--- config.mk ---
export PLATFORM = sky130hd
export DESIGN_NAME = ama_riscv_mem_arb
export DESIGN_NICKNAME = d
export VERILOG_FILES = /design/src/rtl/ama_riscv_mem_arb_pkg.sv /design/src/rtl/ama_riscv_mem_arb_pick.sv /design/src/rtl/ama_riscv_mem_arb.sv
export SDC_FILE = /design/constraint.sdc
export NUM_CORES = 1
export LEC_CHECK = 0
export ABC_AREA = 0
export CORE_AREA = 2 2 266 268
export DETAILED_ROUTE_END_ITERATION = 10
export DIE_AREA = 0 0 268 270
export PLACE_DENSITY_LB_ADDON = 0.25
export SYNTH_ARGS = -nofsm -noshare
export SYNTH_HDL_FRONTEND = slang
export SYNTH_SLANG_ARGS = --single-unit
export TNS_END_PERCENT = 50
--- constraint.sdc ---
create_clock -name clk -period 3.3 [get_ports clk]
set_clock_uncertainty 0.2 [all_clocks]
set_input_delay 0.33 -clock clk [delete_from_list [all_inputs] [get_ports clk]]
set_output_delay 0.33 -clock clk [all_outputs]
set_load 0.05 [all_outputs]
--- src/rtl/ama_riscv_mem_arb_pkg.sv ---
// Shared memory-bus types for the main-memory arbiter and its grant picker.
// Bus widths, line-burst length and the arbiter state/owner encodings live here.
package ama_riscv_mem_arb_pkg;

  localparam int MEM_ADDR_BUS         = 12;
  localparam int MEM_DATA_BUS         = 128;
  localparam int MEM_TRANSFERS_PER_CL = 4;

  typedef enum logic {
    DMEM_READ  = 1'b0,
    DMEM_WRITE = 1'b1
  } dmem_rtype_t;

  typedef enum logic [1:0] {
    ARB_IDLE,
    ARB_IC_RD,
    ARB_DC_RD,
    ARB_DC_WR
  } arb_state_t;

  typedef enum logic {
    ARB_OWN_IC,
    ARB_OWN_DC
  } arb_owner_t;

  function automatic bit is_pow2(input int n);
    return (n > 0) && ((n & (n - 1)) == 0);
  endfunction

endpackage

--- src/rtl/ama_riscv_mem_arb_pick.sv ---
// Two-input grant picker for the memory arbiter. MEM_ARB_RR_EN selects
// round-robin on ties (with a last_grant register); default is dcache-first.
module ama_riscv_mem_arb_pick
  import ama_riscv_mem_arb_pkg::*;
(
`ifdef MEM_ARB_RR_EN
  input  logic       clk,
  input  logic       rst_n,
  input  logic       upd,
  input  arb_owner_t upd_owner,
`endif
  input  logic       ic_valid,
  input  logic       dc_valid,
  output arb_owner_t grant
);

`ifdef MEM_ARB_RR_EN
  arb_owner_t last_grant;

  always_ff @(posedge clk) begin
    if (!rst_n) begin
      last_grant <= ARB_OWN_DC;
    end else if (upd) begin
      last_grant <= upd_owner;
    end
  end

  // On a tie the requester that did not own the previous line wins
  always_comb begin
    if (ic_valid && dc_valid) begin
      grant = (last_grant == ARB_OWN_DC) ? ARB_OWN_IC : ARB_OWN_DC;
    end else begin
      grant = ic_valid ? ARB_OWN_IC : ARB_OWN_DC;
    end
  end
`else
  assign grant = (dc_valid || !ic_valid) ? ARB_OWN_DC : ARB_OWN_IC;
`endif

endmodule

--- src/rtl/ama_riscv_mem_arb.sv ---
// Main-memory port arbiter between icache fills and dcache fills/writebacks.
// Grant is held for a full line burst; MEM_ARB_RR_EN enables round-robin ties.
module ama_riscv_mem_arb
  import ama_riscv_mem_arb_pkg::*;
#(
  parameter int BEATS = MEM_TRANSFERS_PER_CL
) (
  input  logic                    clk,
  input  logic                    rst_n,
  input  logic                    ic_req_valid,
  output logic                    ic_req_ready,
  input  logic [MEM_ADDR_BUS-1:0] ic_req_addr,
  output logic                    ic_rsp_valid,
  output logic [MEM_DATA_BUS-1:0] ic_rsp_data,
  input  logic                    dc_req_valid,
  output logic                    dc_req_ready,
  input  logic [MEM_ADDR_BUS-1:0] dc_req_addr,
  input  logic                    dc_req_rtype,
  input  logic [MEM_DATA_BUS-1:0] dc_req_wdata,
  output logic                    dc_rsp_valid,
  output logic [MEM_DATA_BUS-1:0] dc_rsp_data,
  output logic                    mem_req_valid,
  input  logic                    mem_req_ready,
  output logic [MEM_ADDR_BUS-1:0] mem_req_addr,
  output logic                    mem_req_rtype,
  output logic [MEM_DATA_BUS-1:0] mem_req_wdata,
  input  logic                    mem_rsp_valid,
  input  logic [MEM_DATA_BUS-1:0] mem_rsp_data
);

  localparam int             CNT_W    = $clog2(BEATS);
  localparam logic [CNT_W-1:0] LAST   = CNT_W'(BEATS - 1);
  localparam bit             BEATS_OK = is_pow2(BEATS) && (BEATS >= 2);

  arb_state_t       state;
  logic [CNT_W-1:0] req_cnt;
  logic [CNT_W-1:0] rsp_cnt;
  logic             req_done;
  arb_owner_t       pick_owner;
  arb_owner_t       owner;
  logic             fwd;
  logic             own_ic;
  logic             accept;
  logic             rsp_take;
  logic             burst_end;

  ama_riscv_mem_arb_pick u_pick (
`ifdef MEM_ARB_RR_EN
    .clk       (clk),
    .rst_n     (rst_n),
    .upd       (burst_end),
    .upd_owner (owner),
`endif
    .ic_valid  (ic_req_valid),
    .dc_valid  (dc_req_valid),
    .grant     (pick_owner)
  );

  // IDLE forwards the picked requester with zero latency; busy states forward only the owner
  always_comb begin
    owner = pick_owner;
    fwd   = 1'b0;
    case (state)
      ARB_IDLE:  fwd = ic_req_valid | dc_req_valid;
      ARB_IC_RD: begin
        owner = ARB_OWN_IC;
        fwd   = !req_done;
      end
      default: begin
        owner = ARB_OWN_DC;
        fwd   = !req_done;
      end
    endcase
    fwd = fwd & rst_n;
  end

  assign own_ic        = (owner == ARB_OWN_IC);
  assign mem_req_valid = fwd & (own_ic ? ic_req_valid : dc_req_valid);
  assign mem_req_addr  = !fwd ? '0 : (own_ic ? ic_req_addr : dc_req_addr);
  assign mem_req_rtype = fwd & !own_ic & dc_req_rtype;
  assign mem_req_wdata = (fwd & !own_ic) ? dc_req_wdata : '0;
  assign ic_req_ready  = fwd & own_ic & mem_req_ready;
  assign dc_req_ready  = fwd & !own_ic & mem_req_ready;
  assign accept        = mem_req_valid & mem_req_ready;

  assign ic_rsp_valid  = rst_n & mem_rsp_valid & (state == ARB_IC_RD);
  assign dc_rsp_valid  = rst_n & mem_rsp_valid & (state == ARB_DC_RD);
  assign ic_rsp_data   = ic_rsp_valid ? mem_rsp_data : '0;
  assign dc_rsp_data   = dc_rsp_valid ? mem_rsp_data : '0;
  assign rsp_take      = ic_rsp_valid | dc_rsp_valid;

  // Reads end on the last response beat, writebacks on the last accepted beat
  assign burst_end = (rsp_take && (rsp_cnt == LAST)) ||
                     ((state == ARB_DC_WR) && accept && (req_cnt == LAST));

  always_ff @(posedge clk) begin
    if (!rst_n || burst_end) begin
      state    <= ARB_IDLE;
      req_cnt  <= '0;
      rsp_cnt  <= '0;
      req_done <= 1'b0;
    end else begin
      if (accept) begin
        if (state == ARB_IDLE) begin
          req_cnt <= CNT_W'(1);
          if (own_ic) begin
            state <= ARB_IC_RD;
          end else if (dmem_rtype_t'(dc_req_rtype) == DMEM_WRITE) begin
            state <= ARB_DC_WR;
          end else begin
            state <= ARB_DC_RD;
          end
        end else begin
          req_cnt <= req_cnt + CNT_W'(1);
          if (req_cnt == LAST) begin
            req_done <= 1'b1;
          end
        end
      end
      if (rsp_take) begin
        rsp_cnt <= rsp_cnt + CNT_W'(1);
      end
    end
  end

  always_ff @(posedge clk) begin
    if (rst_n) begin
      assert (BEATS_OK);
      assert (!(mem_rsp_valid && (state == ARB_IDLE || state == ARB_DC_WR)));
    end
  end

endmodule

======== After elaboration in Yosys (flattened, before gate mapping) ========
Index checks and enable logic that the tools add are counted.
word-level totals
  register bits ........................... 7
  output and inout port bits .............. 402
operators by class
  bitwise gates (word level) .............. 15
  eq/ne operators ......................... 5
  muxes and demuxes ....................... 12
  add/sub/neg operators ................... 2
  reductions and logical operators ........ 12
operators with widths
  cell                   count
  $mux W128              3
  $mux W12               2
  $and A1 B1 Y1          11
  $eq A2 B2 Y1 const B   4
  $add A2 B1 Y2 const B  2
  $mux W1                4
  $mux W2                2
  $logic_and A1 B1 Y1    3
  $logic_not A1 Y1       3
  $logic_or A1 B1 Y1     3
  $reduce_and A3 Y1      1
  $eq A2 B1 Y1 const B   1
  $logic_not A2 Y1       1
  $not A1 Y1             2
  $or A1 B1 Y1           2
  $pmux W1 S2            1
  $reduce_and A2 Y1      1

======== Depth between registers and ports, before layout ========
Gate-level depths: netlist (run 1).
  depth after elaboration ................. 11
  depth in mapped cells ................... 8

======== Cells and area by module ========
A second synthesis (run 1) with hierarchy kept.
second synthesis, totals
  cells, all modules ...................... 526
  area, all modules ....................... 3309.4 µm²
by module, submodules not included
  module                  times used  area each (µm²)  cells an instance  sequential area each (µm²)
  ama_riscv_mem_arb       1           3303.2           525                140.1
  ama_riscv_mem_arb_pick  1           6.3              1                  0.0

======== Least setup slack after synthesis (run 1) ========
OpenSTA, ideal clock, no wires.
  kind .................................... flip-flop to output port
  start ................................... register state[1]
  end ..................................... output port dc_rsp_data[113]
  data arrival time ....................... 1.832 ns
  cell stages (with the launch flop) ...... 5
  path buffers ............................ 2
  path slack .............................. 0.938 ns
  cell sequence ........................... dfxtp_1 buf_6 and4b_1 clkbuf_1 and2_1
between the ends
  longest elaborated chain between the ends .. 3
RTL lines
  what                      line                      RTL
  start: declaration        ama_riscv_mem_arb.sv:35   arb_state_t state;
  start signal: assignment  ama_riscv_mem_arb.sv:98   state <= ARB_IDLE;
  start signal: assignment  ama_riscv_mem_arb.sv:107  state <= ARB_IC_RD;
  start signal: assignment  ama_riscv_mem_arb.sv:109  state <= ARB_DC_WR;
  $eq A2 B2 Y1              ama_riscv_mem_arb.sv:87   assign dc_rsp_valid = rst_n & mem_rsp_valid & (state == ARB_DC_RD);
  $and A1 B1 Y1             ama_riscv_mem_arb.sv:87
  named net dc_rsp_valid    ama_riscv_mem_arb.sv:20   output logic dc_rsp_valid,
  $mux W128                 ama_riscv_mem_arb.sv:89   assign dc_rsp_data = dc_rsp_valid ? mem_rsp_data : '0;
  end: declaration          ama_riscv_mem_arb.sv:21   output logic [MEM_DATA_BUS-1:0] dc_rsp_data,
The timed path passes the listed nets, and every way through them passes these cells.

======== Worst setup path in the final report (run 1) ========
  start ................................... register state[1]
  end ..................................... output port dc_rsp_data[119]
between the ends
  longest elaborated chain between the ends .. 3
RTL lines
  what           line
  $eq A2 B2 Y1   ama_riscv_mem_arb.sv:87
  $and A1 B1 Y1  ama_riscv_mem_arb.sv:87
  $mux W128      ama_riscv_mem_arb.sv:89
No other way between the ends.

==> key figures, run 1 <==
Synth
  • Syn nets: 789
  • Dominant cell type by area after synthesis: sky130_fd_sc_hd__and2_1
  • Top cells by area, synth: sky130_fd_sc_hd__and2_1, sky130_fd_sc_hd__buf_2, sky130_fd_sc_hd__dfxtp_1
  • Number of enable-type register cells in the synthesized netlist: 0
  • Synthesized area divided by synthesized cell count: 6.594 sq um
  • Primary FF master, synth: sky130_fd_sc_hd__dfxtp_1
  • Count of state elements after synthesis: 7
  • Async set-or-reset flop fraction in the synthesized netlist: 0
  • Share of the synthesized area in the top cell type: 0.7362
  • Fraction of the yosys area taken by sequential cells: 0.04250
  • Post-synth cell types: 35
  • Synth Instances: 500
  • Number of warnings issued by yosys: 0
  • Syn Std Cell Area: 3297 sq um

GRT
  • All-layer global routing usage: 0.08823
  • First-pass GRT wire length: 46450 um
  • Global route overflow: 0
  • Maximum number of pins on one net before global-route repair: 118
  • Number of global-route vias before repair: 5921
  • Antenna violations before repair: 9

Run status
  • Run status: complete, no violations

Worst setup path
  • Critical path type: flip-flop to output pin
  • Endpoint required time on the critical path: 2.77 ns
  • Setup slack, reg-to-reg: 1.49 ns
  • Critical-path top delay cell: sky130_fd_sc_hd__clkdlybuf4s50_1
  • Critical path, cell by cell: and4b_4, and2_1, clkdlybuf4s50_1
  • CP startpoint kind: flip-flop
  • Count of buffering cells on the critical path with inverters included: 1
  • Type of destination of the critical path: output pin
  • Top cell family by delay on the critical path: buffers and inverters
  • Worst-path maximum fanout: 12
  • Worst path arrival time: 2.21 ns
  • Biggest cell delay along the critical path: 0.80 ns

Power
  • Sequential fraction of design power: 0.046
  • Internal power: 1140 uW
  • Peak VDD IR: 0.1278 mV
  • Total design power: 2070 uW
  • Net Switching: 930.3 uW
  • Combinational power share: 0.853
  • Power density over cell area: 139.9 nW/um^2
  • Clock share of power: 0.101
  • Switching part of the total power: 0.4494
  • Static Leak: 0.005748 uW

STA
  • Portion of the clock cycle consumed by the worst path in the final layout: 0.8308
  • TNS Setup: 0 ns
  • Final worst path period need: 2.742 ns
  • Setup violators final: 0
  • RSZ-0062 raised after global routing: false
  • Transition at the pin with the smallest max-transition slack: 0.6200 ns
  • Relative slew margins: 0.5849
  • Final Hold Violating Endpoints: 0
  • Number of slew-limit violations in the final report: 0
  • Fmax: 364.7 MHz

Clocking
  • Number of buffers created by CTS: 3
  • CTS clk-pin slew, worst paths: 0.04 ns
  • TritonCTS clock tree: yes
  • Maximum root-to-sink buffer count: 2
  • Maximum level of the CTS H-tree: 1
  • Clk_lat worst skew: 0.23 ns
  • Clk sink count: 7
  • Setup repair bufs after CTS: 0
  • Root Driver: sky130_fd_sc_hd__clkbuf_16
  • Total of cells resized after clock tree synthesis: 0
  • Number of buffers inserted by hold repair at cts: 0

Die
  • Core area: 69540 sq um
  • Chip Width: 268 um
  • Height of the die: 270 um
  • Number of standard-cell rows in the floorplan: 97
  • Initial standard-cell utilization of the core: 0.04741
  • Number of top-level pins: 689
  • Die area: 72360 sq um

Drt
  • Detailed-route vias per instance: 2.748
  • Total detailed-routing wirelength: 34140 um
  • DR WL/cell: 16.31 um
  • Antenna-violating nets left: 0
  • Detailed-route DRC error count: 0
  • Detailed-routing iteration count for the pre-antenna-repair pass: 4
  • Count of routing violations after the opening detailed-route iteration: 198
  • Total vias in the final route: 5754

Place
  • DPL Wire Length: 30870 um
  • # port buffers: 688
  • Dpl cells: 2089
  • Placer's final routability congestion estimate: 0.8930

Layout
  • Signed area change from the synthesized netlist to the final layout: 348.7%
  • Fraction of final layout cells sized beyond drive strength 1: 0.3556
  • Net count of the finished layout: 1443
  • Non-Filler Instances: 2094

Flow run
  • Max-cap violation count: 0

Hold path
  • Worst Hold Class: flip-flop to flip-flop
==> power by group through the flow <==
| stage | clock network, uW | registers (uW) | logic, uW |
|---|---|---|---|
| after floorplan | 0 | 91.8 | 735 |
| after global placement | 0 | 96.5 | 1780 |
| after detailed placement | 0 | 96.9 | 1780 |
| after CTS | 211 | 95.7 | 1790 |
| after global routing | 217 | 96.3 | 1840 |
| final | 209 | 95.8 | 1770 |
==> area by class of cell <==
class	count	area, sq um
Inverter	2	7.507
Sequential cell	7	140.1
Antenna cell	1	2.502
Fill cell	7501	54750
Multi-Input combinational cell	442	2858
Clock buffer	4	78.83
Tap cell	940	1176
Timing Repair Buffer	698	10530
==> worst reg2reg max path: stages (launching register included) <==
cell and delay (ns):
sky130_fd_sc_hd__dfxtp_1 0.63, sky130_fd_sc_hd__and4b_4 0.41, sky130_fd_sc_hd__or2_1 0.20, sky130_fd_sc_hd__mux2i_1 0.20, sky130_fd_sc_hd__nor2_1 0.05
==> per-stage QoR <==
stage / worst slack, ns / area (sq um) / util / hold slack [ns]
detailed placement: 0.6140 / 14710 / 0.2115 / 0.2946
floorplan: 0.9384 / 3297 / - / 0.2646
CTS: 0.5610 / 14790 / 0.2127 / 0.3070
finish: 0.5582 / 14790 / 0.2127 / 0.3110
global placement: 0.6164 / 14710 / 0.2115 / 0.2801
global route: 0.4438 / 14790 / 0.2127 / 0.3698
==> path summary, 6_finish.rpt <==
kind	start	end	cells past startpoint
setup / recovery	state[1]$_SDFFE_PP0P_	dc_rsp_data[119]	3
hold / removal	rsp_cnt[1]$_SDFFE_PP0P_	rsp_cnt[1]$_SDFFE_PP0P_	2
setup reg to reg	state[1]$_SDFFE_PP0P_	rsp_cnt[1]$_SDFFE_PP0P_	4
hold reg to reg	rsp_cnt[1]$_SDFFE_PP0P_	rsp_cnt[1]$_SDFFE_PP0P_	2
==> metal layers <==
metal	wire length (um)	track usage	vias to the layer above
met2	17740	0.1633	302
met5	82	0	-
met4	195	0.005734	12
li1	-	-	2832
met3	3055	0.02717	22
met1	13070	0.1026	2586
==> cell usage after synthesis (2+ instances only) <==
library cell and n:
sky130_fd_sc_hd__dfxtp_1 7, sky130_fd_sc_hd__clkbuf_1 3, sky130_fd_sc_hd__buf_6 10, sky130_fd_sc_hd__nor2_1 7, sky130_fd_sc_hd__and4b_1 2, sky130_fd_sc_hd__a22o_1 12, sky130_fd_sc_hd__inv_1 2, sky130_fd_sc_hd__a21oi_1 3
sky130_fd_sc_hd__a31oi_1 3, sky130_fd_sc_hd__buf_2 35, sky130_fd_sc_hd__and2_1 388, sky130_fd_sc_hd__nand2_1 2, sky130_fd_sc_hd__nor2b_1 3, sky130_fd_sc_hd__ha_1 2
==> kinds of logic (layout without fill, tap and decap cells) <==
group | count (synthesis) | after routing | synth area share
multiplexers | 2 | 2 | 0.006451
AO/OA/AOI/OAI | 24 | 24 | 0.05958
other | 0 | 1 | 0
adder cells (fa/ha/maj) | 2 | 2 | 0.007589
XOR/XNOR | 2 | 2 | 0.005314
buffers and inverters | 51 | 704 | 0.09526
flip-flops | 7 | 7 | 0.04250
AND/OR/NAND/NOR | 412 | 412 | 0.7833
==> cell usage in the layout (no fill, tap or decap), drive strengths merged <==
master	count
clkdlybuf4s50	299
a21oi	3
nor2	8
dfxtp	7
nand2	2
or2	1
a22o	12
or3b	1
nand3	1
xor2	1
inv	2
mux2i	1
and4b	2
a211oi	1
a41oi	1
o21bai	1
diode	1
nand4b	1
a31oi	3
xnor2	1
nand4	1
ha	2
and2	388
clkbuf	4
buf	399
o211ai	2
nand2b	1
mux2	1
and3b	1
nor2b	3
a31o	1
nor3b	1
nand3b	1
==> sequential cells by signal (all words and copies together), names as in the netlist <==
name and count:
state 2, req_cnt 2, rsp_cnt 2, req_done 1
Note: power is estimated with default switching activity, not from simulation.
==> run 2, diff against run 1 <==
--- a/config.mk
+++ b/config.mk
@@ -6,9 +6,9 @@
 export NUM_CORES = 1
 export LEC_CHECK = 0
 export ABC_AREA = 0
-export CORE_AREA = 2 2 266 268
+export CORE_AREA = 2 2 270 272
 export DETAILED_ROUTE_END_ITERATION = 10
-export DIE_AREA = 0 0 268 270
+export DIE_AREA = 0 0 272 274
 export PLACE_DENSITY_LB_ADDON = 0.25
 export SYNTH_ARGS = -nofsm -noshare
 export SYNTH_HDL_FRONTEND = slang
==> constraint.sdc (replaced) <==
create_clock -name clk -period 2.45 [get_ports clk]
set_clock_uncertainty 0.2 [all_clocks]
set_input_delay 0.245 -clock clk [delete_from_list [all_inputs] [get_ports clk]]
set_output_delay 0.245 -clock clk [all_outputs]
set_load 0.05 [all_outputs]
==> run 2 against run 1 <==
First-iteration DRC count decreased by 17%. Critical path depth up 4. Global-route usage rose by 0.089 points. Worst hold slack hardly changed. Clock power is 33% higher. Worst setup slack lost 0.49 ns. Wire length grew 6.5%. Critical endpoint is now ic_req_ready. Largest power group unchanged.
==> key figures, run 2 (same netlist as run 1, synthesis figures left out) <==
Hold path
  • Worst Hold Class: flip-flop to flip-flop

Power
  • Peak VDD IR: 0.1719 mV (+34%)
  • Clock share of power: 0.094 (-0.007)
  • Switching part of the total power: 0.4383 (-0.01119)
  • Power density over cell area: 187.9 nW/um^2 (+34%)
  • Sequential fraction of design power: 0.043 (-0.003)
  • Net Switching: 1291 uW (+39%)
  • Internal power: 1654 uW (+45%)
  • Static Leak: 0.006085 uW (+5.9%)
  • Combinational power share: 0.863 (+0.010)

Die
  • Height of the die: 274 um (+1.5%)
  • Chip Width: 272 um (+1.5%)
  • Die area: 74530 sq um (+3.0%)
  • Initial standard-cell utilization of the core: 0.04581 (-0.001597)
  • Core area: 71970 sq um (+3.5%)
  • Number of standard-cell rows in the floorplan: 99 (+2.1%)
  • Number of top-level pins: 689 (unchanged)

Drt
  • Count of routing violations after the opening detailed-route iteration: 164 (-17%)
  • Uppermost metal layer occupied by signal nets: met5
  • Detailed-routing iteration count for the pre-antenna-repair pass: 4 (unchanged)
  • Detailed route wirelength on metal3: 2366 um (-23%)
  • Met1 wire length: 14160 um (+8.3%)
  • Antenna-violating nets left: 0 (unchanged)
  • Detailed-route DRC error count: 0 (unchanged)
  • Total vias in the final route: 5971 (+3.8%)
  • Detailed-route vias per instance: 2.793 (+1.6%)
  • Total detailed-routing wirelength: 36360 um (+6.5%)
  • Total met2 wirelength after detailed routing: 19440 um (+9.6%)
  • DR WL/cell: 17.01 um (+4.3%)

Layout
  • Signed area change from the synthesized netlist to the final layout: 375.4%
  • Fraction of final layout cells sized beyond drive strength 1: 0.3835 (+0.02791)
  • Registers with the most flip-flops: req_cnt: 2 flops, rsp_cnt: 2 flops, state: 2 flops
  • Non-Filler Instances: 2138 (+2.1%)
  • Total of fill cells in the finished design: 7738 (+3.2%)
  • Area of combinational cells with multiple inputs: 2883 sq um (+0.88%)
  • Reg area: 145.1 sq um (+3.6%)
  • Leading cell types in the layout, fill and taps excluded: sky130_fd_sc_hd__buf_12, sky130_fd_sc_hd__and2_1, sky130_fd_sc_hd__clkdlybuf4s50_1, sky130_fd_sc_hd__buf_4, sky130_fd_sc_hd__a22o_1
  • Commonest non-fill, non-tap cell in the layout: sky130_fd_sc_hd__buf_12
  • Net count of the finished layout: 1466 (+1.6%)
  • Area of all placed cells without fillers: 15680 sq um (+6.0%)
  • Core occupancy in the finished layout: 0.2178 (+0.005089)

Run status
  • Run status: complete, no violations

Worst setup path
  • Critical-path top delay cell: sky130_fd_sc_hd__clkdlybuf4s50_1
  • Biggest cell delay along the critical path: 0.55 ns (-0.25 ns)
  • Worst-path maximum fanout: 9 (-3)
  • Critical path, cell by cell: clkdlybuf4s50_1, buf_6, nor3b_4, buf_12, bufbuf_16, and2_1, buf_12
  • Critical path type: input pin to output pin
  • Worst path arrival time: 1.93 ns (-0.28 ns)
  • Count of buffering cells on the critical path with inverters included: 5 (+4)
  • Type of destination of the critical path: output pin
  • CP startpoint kind: input pin
  • Endpoint required time on the critical path: 2.01 ns (-0.76 ns)
  • Top cell family by delay on the critical path: buffers and inverters
  • Dominant cell type by count on the critical path: sky130_fd_sc_hd__buf_12

Flow run
  • Max-cap violation count: 0 (unchanged)

Place
  • Cell area after placement: 15460 sq um (+5.1%)
  • Post-Place Setup Slack: -0.01656 ns (-0.6306 ns)
  • Placer's final routability congestion estimate: 0.9287 (+4.0%)
  • # port buffers: 688 (unchanged)
  • Dpl cells: 2126 (+1.8%)
  • DPL Wire Length: 31940 um (+3.5%)

Clocking
  • CTS clk-pin slew, worst paths: 0.04 ns (about the same)
  • TritonCTS clock tree: yes
  • Clk_lat worst skew: 0.23 ns (about the same)
  • Number of buffers inserted by hold repair at cts: 0 (unchanged)
  • Root Driver: sky130_fd_sc_hd__clkbuf_16
  • Number of buffers created by CTS: 3 (unchanged)
  • Maximum root-to-sink buffer count: 2 (unchanged)
  • Maximum level of the CTS H-tree: 1 (unchanged)
  • Clk sink count: 7 (unchanged)

GRT
  • Number of global-route vias before repair: 6198 (+4.7%)
  • First-pass GRT wire length: 48680 um (+4.8%)
  • Antenna violations before repair: 3 (-6)
  • Global route overflow: 0 (unchanged)
  • All-layer global routing usage: 0.08912 (+0.0008910)
  • Maximum number of pins on one net before global-route repair: 64 (-46%)

STA
  • Relative slew margins: 0.5745 (-0.01037)
  • RSZ-0062 raised after global routing: false
  • Fmax: 420.6 MHz
  • Final worst path period need: 2.377 ns
  • Final Hold Violating Endpoints: 0 (unchanged)
  • Portion of the clock cycle consumed by the worst path in the final layout: 0.9704
  • Transition at the pin with the smallest max-transition slack: 0.6355 ns (+0.01549 ns)
  • Crit path setup slack, layout: 0.07263 ns (-0.4856 ns)
  • Setup violators final: 0 (unchanged)
  • Number of slew-limit violations in the final report: 0 (unchanged)
run 2: power groups by stage:
stage                     combinational (uW)  sequential (uW)  clock (uW)
after detailed placement                2520              129           0
after CTS                               2550              128         281
after floorplan                          991              124           0
after global placement                  2520              129           0
final                                   2540              126         277
after global routing                    2640              127         289
run 2: worst register-to-register path: stages (launching register included):
cell and delay (ns):
sky130_fd_sc_hd__dfxtp_4 0.35, sky130_fd_sc_hd__buf_4 0.15, sky130_fd_sc_hd__and4b_4 0.33, sky130_fd_sc_hd__buf_12 0.18, sky130_fd_sc_hd__buf_4 0.21, sky130_fd_sc_hd__or2_1 0.18, sky130_fd_sc_hd__mux2i_1 0.20, sky130_fd_sc_hd__nor2_1 0.05
run 2: through the flow:
| step | hold slack (ns) | TNS (ns) | total power, uW |
|---|---|---|---|
| after detailed placement | 0.3067 | -0.06774 | 2652 |
| after global placement | 0.2802 | 0 | 2650 |
| after global routing | 0.3529 | 0 | 3053 |
| after floorplan | 0.2646 | 0 | 1114 |
| final | 0.3111 | 0 | 2945 |
| after CTS | 0.3220 | 0 | 2960 |
run 2: metal layers:
| metal | global-route usage | vias up |
|---|---|---|
| met5 | 0 | - |
| met4 | 0.009254 | 4 |
| met3 | 0.01865 | 18 |
| met2 | 0.1697 | 315 |
| met1 | 0.1047 | 2756 |
| li1 | - | 2878 |
run 2: area by class of cell:
cell class,instances,area share
timing repair buffer,721,0.7243
multi-input combinational,442,0.1839
tap,959,0.07655
sequential,7,0.009259
clock buffer,4,0.005029
antenna,3,0.0004789
inverter,2,0.0004789
run 2: final timing paths:
check	from	to	slack, ns	cells past startpoint
min reg2reg	rsp_cnt[1]$_SDFFE_PP0P_	rsp_cnt[1]$_SDFFE_PP0P_	0.31	2
max	rst_n	ic_req_ready	0.07	7
min	rsp_cnt[1]$_SDFFE_PP0P_	rsp_cnt[1]$_SDFFE_PP0P_	0.31	2
max reg2reg	state[0]$_SDFFE_PP0P_	rsp_cnt[1]$_SDFFE_PP0P_	0.46	7
run 2: timing repair:
action                                  in CTS  in global routing
gates resized for setup                      6                  4
pin swaps                                    1                  2
buffers inserted                             1                  2
endpoints found under the setup margin      33                 81
cloned                                       1                  1
